$ cat src/rtl/mul_div_unit_pkg.sv
// Shared types for the RV32M multiply/divide unit.
//   XlenDef      : operand/result width (only 32 supported)
//   BasicData    : XLEN-wide data word
//   MulDivOp     : M-extension operation, funct3 encoding
//   MulDivState  : iteration FSM states
//   helpers      : op classification and two's-complement negate
package mul_div_unit_pkg;

  localparam int XlenDef = 32;

  typedef logic [XlenDef-1:0] BasicData;

  typedef enum logic [2:0] {
    OP_MUL    = 3'd0,
    OP_MULH   = 3'd1,
    OP_MULHSU = 3'd2,
    OP_MULHU  = 3'd3,
    OP_DIV    = 3'd4,
    OP_DIVU   = 3'd5,
    OP_REM    = 3'd6,
    OP_REMU   = 3'd7
  } MulDivOp;

  typedef enum logic [2:0] {
    ST_IDLE = 3'd0,
    ST_MUL  = 3'd1,
    ST_DIV  = 3'd2,
    ST_FIX  = 3'd3,
    ST_DONE = 3'd4
  } MulDivState;

  // Divide ops all have bit 2 set in the funct3 encoding.
  function automatic logic isDivOp(input MulDivOp o);
    return o[2];
  endfunction

  function automatic logic isSignedDiv(input MulDivOp o);
    return (o == OP_DIV) || (o == OP_REM);
  endfunction

  // REM/REMU return the remainder; DIV/DIVU the quotient.
  function automatic logic isRemOp(input MulDivOp o);
    return o[2] && o[1];
  endfunction

  function automatic BasicData negate(input BasicData v);
    return (~v) + BasicData'(1);
  endfunction

endpackage

$ cat src/rtl/mul_div_unit_div_core.sv
// Restoring radix-2 divider datapath for unsigned magnitudes.
//   clk, rstN          : clock, async active-low reset
//   load               : capture dividend/divisor, clear remainder and counter
//   step               : perform one iteration (one quotient bit)
//   dividend, divisor  : unsigned operands sampled on load
//   done               : high during the 32nd step
//   quotient, remainder: current shift-register contents
module div_core
  import mul_div_unit_pkg::*;
(
  input  logic     clk,
  input  logic     rstN,
  input  logic     load,
  input  logic     step,
  input  BasicData dividend,
  input  BasicData divisor,
  output logic     done,
  output BasicData quotient,
  output BasicData remainder
);

  BasicData   remReg;
  BasicData   quoReg;
  BasicData   divisorReg;
  logic [4:0] countReg;

  logic [XlenDef:0] shifted;
  logic [XlenDef:0] diff;

  // Remainder stays below the divisor, so the trial difference never
  // exceeds 32 bits when non-negative; bit 32 is therefore a clean borrow.
  always_comb begin
    shifted = {remReg, quoReg[XlenDef-1]};
    diff    = shifted - {1'b0, divisorReg};
  end

  assign done      = step && (countReg == 5'd31);
  assign quotient  = quoReg;
  assign remainder = remReg;

  always_ff @(posedge clk or negedge rstN) begin
    if (!rstN) begin
      remReg     <= '0;
      quoReg     <= '0;
      divisorReg <= '0;
      countReg   <= '0;
    end else if (load) begin
      remReg     <= '0;
      quoReg     <= dividend;
      divisorReg <= divisor;
      countReg   <= '0;
    end else if (step) begin
      if (diff[XlenDef]) begin
        remReg <= shifted[XlenDef-1:0];
        quoReg <= {quoReg[XlenDef-2:0], 1'b0};
      end else begin
        remReg <= diff[XlenDef-1:0];
        quoReg <= {quoReg[XlenDef-2:0], 1'b1};
      end
      countReg <= countReg + 5'd1;
    end
  end

endmodule

$ cat src/rtl/mul_div_unit.sv
// Iterative RV32M multiply/divide unit (Execute stage).
//   clk, rstN   : clock, async active-low reset
//   start       : M-extension op present in Execute (level, held while stalled)
//   op          : MulDivOp (funct3 encoding)
//   rs1, rs2    : bypassed operands
//   clear       : synchronous abort (branch-miss flush)
//   busy        : structure hazard back to the controller (combinational)
//   resultValid : result valid this cycle
//   result      : registered result
module mul_div_unit
  import mul_div_unit_pkg::*;
#(
  parameter int XLEN = 32
) (
  input  logic            clk,
  input  logic            rstN,
  input  logic            start,
  input  logic [2:0]      op,
  input  logic [XLEN-1:0] rs1,
  input  logic [XLEN-1:0] rs2,
  input  logic            clear,
  output logic            busy,
  output logic            resultValid,
  output logic [XLEN-1:0] result
);

  MulDivState stateReg;
  MulDivOp    opReg;
  BasicData   rs1Reg, rs2Reg, resultReg;
  logic       negQuoReg, negRemReg;

  MulDivOp  opIn;
  logic     accept, divZero, divOvf, special, signedIn;
  BasicData specialResult, rs1Mag, rs2Mag;
  logic     divLoad, divStep, divDone;
  BasicData quotient, remainder;

  assign opIn   = MulDivOp'(op);
  assign accept = (stateReg == ST_IDLE) && start && !clear;

  // Divide-by-zero and signed overflow are resolved at acceptance and
  // skip the iteration entirely.
  always_comb begin
    signedIn = isSignedDiv(opIn);
    divZero  = (rs2 == '0);
    divOvf   = signedIn && (rs1 == 32'h8000_0000) && (rs2 == 32'hFFFF_FFFF);
    special  = divZero || divOvf;
    if (isRemOp(opIn))
      specialResult = divZero ? rs1 : '0;
    else
      specialResult = divZero ? 32'hFFFF_FFFF : 32'h8000_0000;
    rs1Mag = (signedIn && rs1[XLEN-1]) ? negate(rs1) : rs1;
    rs2Mag = (signedIn && rs2[XLEN-1]) ? negate(rs2) : rs2;
  end

  assign divLoad = accept && isDivOp(opIn) && !special;
  assign divStep = (stateReg == ST_DIV) && !clear;

  div_core uDivCore (
    .clk       (clk),
    .rstN      (rstN),
    .load      (divLoad),
    .step      (divStep),
    .dividend  (rs1Mag),
    .divisor   (rs2Mag),
    .done      (divDone),
    .quotient  (quotient),
    .remainder (remainder)
  );

  // 33x33 signed multiply; the extension bit selects signed/unsigned
  // interpretation of each operand. Only the low 64 product bits matter.
  logic        mulSignA, mulSignB;
  logic [63:0] product;
  BasicData    mulResult;

  always_comb begin
    mulSignA  = (opReg == OP_MUL) || (opReg == OP_MULH) || (opReg == OP_MULHSU);
    mulSignB  = (opReg == OP_MUL) || (opReg == OP_MULH);
    product   = $signed({mulSignA && rs1Reg[XLEN-1], rs1Reg}) *
                $signed({mulSignB && rs2Reg[XLEN-1], rs2Reg});
    mulResult = (opReg == OP_MUL) ? product[31:0] : product[63:32];
  end

  BasicData fixResult;
  always_comb begin
    if (isRemOp(opReg))
      fixResult = negRemReg ? negate(remainder) : remainder;
    else
      fixResult = negQuoReg ? negate(quotient) : quotient;
  end

  always_ff @(posedge clk or negedge rstN) begin
    if (!rstN) begin
      stateReg  <= ST_IDLE;
      opReg     <= OP_MUL;
      rs1Reg    <= '0;
      rs2Reg    <= '0;
      resultReg <= '0;
      negQuoReg <= 1'b0;
      negRemReg <= 1'b0;
    end else if (clear) begin
      stateReg <= ST_IDLE;
    end else begin
      case (stateReg)
        ST_IDLE: begin
          if (start) begin
            opReg     <= opIn;
            rs1Reg    <= rs1;
            rs2Reg    <= rs2;
            negQuoReg <= signedIn && (rs1[XLEN-1] ^ rs2[XLEN-1]);
            negRemReg <= signedIn && rs1[XLEN-1];
            if (!isDivOp(opIn)) begin
              stateReg <= ST_MUL;
            end else if (special) begin
              resultReg <= specialResult;
              stateReg  <= ST_DONE;
            end else begin
              stateReg <= ST_DIV;
            end
          end
        end
        ST_MUL: begin
          resultReg <= mulResult;
          stateReg  <= ST_DONE;
        end
        ST_DIV: begin
          if (divDone) stateReg <= ST_FIX;
        end
        ST_FIX: begin
          resultReg <= fixResult;
          stateReg  <= ST_DONE;
        end
        // DONE always returns to IDLE: a held start is the same instruction.
        default: stateReg <= ST_IDLE;
      endcase
    end
  end

  // Gated by rstN so a held start cannot raise the hazard during reset.
  assign busy = rstN && ((stateReg == ST_MUL) || (stateReg == ST_DIV) ||
                         (stateReg == ST_FIX) || accept);
  assign resultValid = (stateReg == ST_DONE) && !clear;
  assign result      = resultReg;

endmodule

$ cat config.mk
export PLATFORM = sky130hd
export DESIGN_NAME = mul_div_unit
export DESIGN_NICKNAME = d
export VERILOG_FILES = /design/src/rtl/mul_div_unit_pkg.sv /design/src/rtl/mul_div_unit_div_core.sv /design/src/rtl/mul_div_unit.sv
export SDC_FILE = /design/constraint.sdc
export NUM_CORES = 2
export LEC_CHECK = 0
export ABC_AREA = 1
export BUFFER_PORTS_ARGS = -buffer_cell sky130_fd_sc_hd__buf_4
export CAP_MARGIN = 20
export CORE_AREA = 3 3 306 338
export CTS_CLUSTER_DIAMETER = 100
export DETAILED_ROUTE_END_ITERATION = 8
export DIE_AREA = 0 0 309 341
export PLACE_DENSITY = 0.78
export SKIP_CTS_REPAIR_TIMING = 1
export SLEW_MARGIN = 10
export SYNTH_ARGS = -nofsm -noshare
export SYNTH_HDL_FRONTEND = slang
export SYNTH_SLANG_ARGS = --single-unit
$ cat constraint.sdc
create_clock -name clk -period 9.5 [get_ports clk]
set_clock_uncertainty 0.1 [all_clocks]
set_input_delay 0 -clock clk [delete_from_list [all_inputs] [get_ports clk]]
set_output_delay 0 -clock clk [all_outputs]
set_load 0.03 [all_outputs]
Word level (Yosys, flattened, before mapping)
Cells that the tools add are included.
- add/subtract/negate cells: 6
- multipliers: 1
- div/mod/pow operators: 0
- magnitude comparators: 0
- eq/ne operators: 16
- shift-type cells: 0
- muxes and demuxes: 27
- bitwise gates (word level): 6
- reduce and logical (&&, ||, !) cells: 35
- operator list (operator ; number):
    $mux 32 ; 16
    $add 32x1->32 const B ; 4
    $not 32->32 ; 4
    $pmux 32 s3 ; 1
    $eq 32x32->1 const B ; 2
    $mul 33x33->64 ; 1
    $sub 33x32->33 ; 1
    $logic_not 32->1 ; 1
    $mux 31 ; 1
    $logic_and 1x1->1 ; 17
    $mux 3 ; 5
    $mux 5 ; 2
    $eq 3x2->1 const B ; 3
    $eq 3x3->1 const B ; 3
    $pmux 3 s3 ; 1
    $logic_or 1x1->1 ; 7
    $eq 3x1->1 const B ; 2
    $logic_not 3->1 ; 2
    $ne 2x2->1 const B ; 3
    $ne 3x3->1 const B ; 2
    $add 5x1->5 const B ; 1
    $eq 5x5->1 const B ; 1
    $reduce_and 5->1 ; 1
    $reduce_and 3->1 ; 1
    8 further kinds ; 9
- register bits after elaboration: 205
- latch bits: 0
- bits in writable memories: 0
- ROM bits: 0
- bits of input ports: 71
- output and inout port bits: 34
- word-level logic and storage cells: 102
- memories kept: 0

Depth between registers and ports, before layout
- depth in word-level cells: 10
- mapped depth: 37
- mapped depth without buffers: 36

By module
Synthesis repeated with hierarchy kept, for this count alone.
- cells, all modules: 7570
- area total of the unflattened synthesis: 55697.2 um^2
- modules (own cells, without submodules) (module ; instances ; cells each ; area each (um^2) ; seq. area each (um^2)):
    mul_div_unit ; 1 ; 6541 ; 48823.1 ; 2602.5
    div_core ; 1 ; 1029 ; 6874.1 ; 2527.4

Least setup slack after synthesis
OpenSTA, ideal clock, no wires.
- kind: register -> register
- from: reg rs1Reg[31]
- to: reg resultReg[26] (netlist: result[26])
- setup time: 117 ps
- data arrival time: 7686 ps
- required time: 9283 ps
- path slack: 1596 ps
- stages on the path, launching flop included: 33
- path buffers: 2
- clock period less this slack: 7904 ps
- cell sequence: dfrtp_1 -> clkbuf_1 -> nand3_1 -> inv_1 -> clkbuf_1 -> nand2_1 -> fa_1 -> fa_1 -> inv_1 -> fa_1 -> inv_1 -> fa_1 -> inv_1 -> fa_1 -> fa_1 -> inv_1 -> fa_1 -> fa_1 -> inv_1 -> ha_1 -> nand2_1 -> nor2_1 -> inv_1 -> nor2_1 -> nand3_1 -> nor3_1 -> nand2_1 -> nand4_1 -> nand3_1 -> nand2_1 -> inv_1 -> nor2_1 -> nor2_1
- cells in the longest elaborated chain, start to end: 4
- ends and longest elaborated chain (element ; RTL line ; source):
    from (decl) ; mul_div_unit.sv:29 ; BasicData rs1Reg, rs2Reg, resultReg;
    from (signal assigned) ; mul_div_unit.sv:109 ; rs1Reg <= rs1;
    $logic_and 1x1->1 ; mul_div_unit.sv:80 ; product = $signed({mulSignA && rs1Reg[XLEN-1], rs1Reg}) *
    $mul 33x33->64 * ; mul_div_unit.sv:80 ;
    $mux 32 * ; mul_div_unit.sv:82 ; mulResult = (opReg == OP_MUL) ? product[31:0] : product[63:32];
    $pmux 32 s3 * ; mul_div_unit.sv:105 ; case (stateReg)
    to (signal assigned) ; mul_div_unit.sv:116 ; resultReg <= specialResult;
    to (signal assigned) ; mul_div_unit.sv:124 ; resultReg <= mulResult;
    to (signal assigned) ; mul_div_unit.sv:131 ; resultReg <= fixResult;
    to (decl) ; mul_div_unit.sv:29 ;
Mark *: on every way between the ends. The rest lies on a longest branch, timed or not.
A chain may end at the register's enable or synchronous reset.

Worst setup path after layout
- from: reg opReg[1]
- to: reg resultReg[13] (netlist: result[13])
- cells in the longest elaborated chain, start to end: 7
- elaborated cells on any way between the ends: 12
- those cells by class: mul: 1; eq/ne: 2; mux: 3; reduce/logical: 6
- ends and longest elaborated chain (element ; RTL line ; source):
    from (decl) ; mul_div_unit.sv:28 ; MulDivOp opReg;
    from (signal assigned) ; mul_div_unit.sv:108 ; opReg <= opIn;
    $eq 3x1->1 or $logic_not 3->1 (tied branches) ; mul_div_unit.sv:78, mul_div_unit.sv:79, mul_div_unit.sv:82 ;
    $logic_or 1x1->1 ; mul_div_unit.sv:78, mul_div_unit.sv:79 ;
    $logic_or 1x1->1 ; mul_div_unit.sv:78 ; mulSignA = (opReg == OP_MUL) || (opReg == OP_MULH) || (opReg == OP_MULHSU);
    $logic_and 1x1->1 ; mul_div_unit.sv:80 ;
    $mul 33x33->64 ; mul_div_unit.sv:80 ;
    $mux 32 ; mul_div_unit.sv:82 ;
    $pmux 32 s3 * ; mul_div_unit.sv:105 ;
Marks and branches as above.

==> run metrics <==
outcome completed; CP Capture Type flip-flop; Synth Cell Area 55,000 sq um; Clock Latency Late Sink 0.59 ns; synthesized instance count 7,370; crit start category flip-flop; Vias/cell 5.62; Avg Cell Area, Syn 7.46 sq um; HPWL Detailed 155,000 microns; Worst R2R Start opReg[1]$_DFFE_PN0P_; crit-path leading delay family adder cells; syn nets 8,818; Site Rows 122; first-pass GRT wire length 293,000 microns; Hold WC Path Type input pin to flip-flop; complex-gate fraction of the synthesized area 0.0614; Placer Congestion 1.04; Fin Setup TNS 0 ns; CTS H-tree lvls 1; r2r worst-path depth 31; Worst Hold Path EP rs1Reg[29]$_DFFE_PN0P_; Setup CP Type flip-flop to flip-flop; Yosys Warn Count 0; worst-path fanout max 16; hold slack final 0.0842 ns; vias in the first global route 51,200; multi-input logic area 41,300 sq um; largest net degree at the start of global routing 101; unrepaired setup endpoints after global routing false; die span in y 341 microns; initial antenna violation count 6; Max Buffers Root-to-Sink 3; Synth Area in Adders 0.467; CP Depth 31; die area 105,000 sq um; First DRT Iteration DRCs 4,644; Total Wirelength 189,000 microns; Final min period 8.89 ns; slew margin rel. 0.197; Worst R2R End result[13]$_DFFE_PN0P_; Slew Limit Fails 0; FF-to-FF setup slack 0.61 ns; sequential fraction of the synthesis area 0.0933; hold wc startpoint start; top cells by area, synth fa_1 (41%), nand2_1 (13%), inv_1 (13%); mux share of post-synthesis cell area 0; Synth-to-Final Area Change 6.64%; maximum clock frequency 113 MHz; Core Area 100,000 sq um; total area of sequential cells 5160 sq um; CP peak stage delay 0.58 ns; asr flop ratio synth 1.00; Worst Path Arrival 9.30 ns; slowest cell on the critical path nor2_1; WL per Instance 21.8 microns; XOR/XNOR Fraction of Synth Area 0.0131; Final ANT Viol Nets 0; router iterations before antenna repair 9; share of the synthesized area in the top cell type 0.410; max cap viols 0; clock buffer count from CTS 26; CP bufs+invs 9; CTS tree built; layout cells sized above 1 0.0458; Synth Area in Simple Gates 0.210; fin nets 8,792; GRT Util Overall 0.364; Ports 105; Final Hold Fails 0; clk slew on worst S/H paths 0.07 ns; fillcell total 9,167; cell depth of the worst hold path 6; EDFF count, synth 0; ys flop type dfrtp_1; Yosys top cell by area fa_1; PortBufs 104; largest family of logic cells by synthesized area adder cells; grt ovf 0; Die W 309 microns; Final Setup Violations 0; Worst Path Required 9.91 ns; worst slew pin tran 1.20 ns; via count 48,700; Distinct cells, synth 57; clock tree root buffer cell clkbuf_16; Yosys reg bits 205; final period utilization 0.936; clock sink total 205; # DRC 0; Initial Utilization 0.547
[metal layers]
metal	vias up	global-route usage	wire (microns)
met4	2	0.163	10400
met3	589	0.0692	17800
li1	21400	-	-
met2	2500	0.597	88700
met1	24200	0.470	71700
met5	-	0	13
[layout by cell type, fill, tap and decap left out, drive strengths merged, types with 47 or more instances in the layout]
cell         netlist  final
nand2           1967   1967
inv             1897   1896
fa              1126   1126
nor2             438    438
nand3            300    300
o21ai            297    297
ha               251    251
buf               35    215
dfrtp            205    205
a21oi            200    200
dlygate4sd3        0     77
xor2              57     57
nor3              52     52
nand4             47     47
[worst max path at each step]
stage / from / endpoint / slack, ns
2_1_floorplan: rs1Reg[31]$_DFFE_PN0P_ / result[26]$_DFFE_PN0P_ / 1.60
3_3_place_gp: opReg[1]$_DFFE_PN0P_ / result[13]$_DFFE_PN0P_ / 0.67
3_5_place_dp: opReg[1]$_DFFE_PN0P_ / result[13]$_DFFE_PN0P_ / 0.74
4_1_cts: opReg[1]$_DFFE_PN0P_ / result[13]$_DFFE_PN0P_ / 0.68
5_1_grt: opReg[1]$_DFFE_PN0P_ / result[13]$_DFFE_PN0P_ / 0.26
6_report: opReg[1]$_DFFE_PN0P_ / result[13]$_DFFE_PN0P_ / 0.61
[cells by family after synthesis]
logic type / Yosys count
AND/OR/NAND/NOR: 2853
flip-flops: 205
adder cells (fa/ha/maj): 1377
XOR/XNOR: 82
buffers and inverters: 2248
AO/OA/AOI/OAI: 605
[sequential cells by signal (all words and copies together) (netlist names), 3 cells and up]
register and flops:
rs1Reg 32, opReg 3, stateReg 3, uDivCore.divisorReg 32, uDivCore.quotient 32, uDivCore.countReg 5, result 32, rs2Reg 32
uDivCore.remainder 32
[synthesized netlist by cell type, types with 12 or more instances]
cell,instances
o221ai_1,33
inv_1,1893
or2_2,13
nor2_1,430
xnor2_1,25
o211ai_1,20
nor4_1,14
ha_1,251
nand3_1,295
nand3b_1,12
dfrtp_1,205
nand4_1,45
o21ai_1,55
o21bai_1,22
clkbuf_1,313
xor2_1,57
nand2_1,1965
nor3_1,48
a21oi_1,197
o21ai_0,241
fa_1,1126
[worst register-to-register path, delay by kind of cell, from the launching register on]
kind                       cells  cell delay [ns]
buffers and inverters          9             1.40
AOI/OAI and AO/OA              1             0.14
adders and majority gates      9             4.33
and+or+nand+nor               12             2.40
DFF                            1             0.42
[area by class of cell]
| class | count | share of cell area |
|---|---|---|
| antenna | 2 | 0.0000854 |
| clock buffer | 34 | 0.0123 |
| multi-input combinational | 4917 | 0.705 |
| sequential | 205 | 0.0879 |
| inverter | 1900 | 0.122 |
| tap | 1302 | 0.0278 |
| clock inverter | 13 | 0.00322 |
| timing repair buffer | 294 | 0.0420 |
[stage by stage]
step                      worst slack (ns)  cell area (sq um)  utilization  cells
after floorplan                       1.60              55000            -   7370
after global placement               0.671              56900        0.566   8538
after detailed placement             0.735              56900        0.566   8538
after CTS                            0.680              57800        0.576   8585
after global routing                 0.264              58600        0.584   8665
final                                0.612              58600        0.584   8667
Power is left out: the tool's default activity adds up to more than one toggle a clock period on the data nets, which glitch-free logic cannot reach.
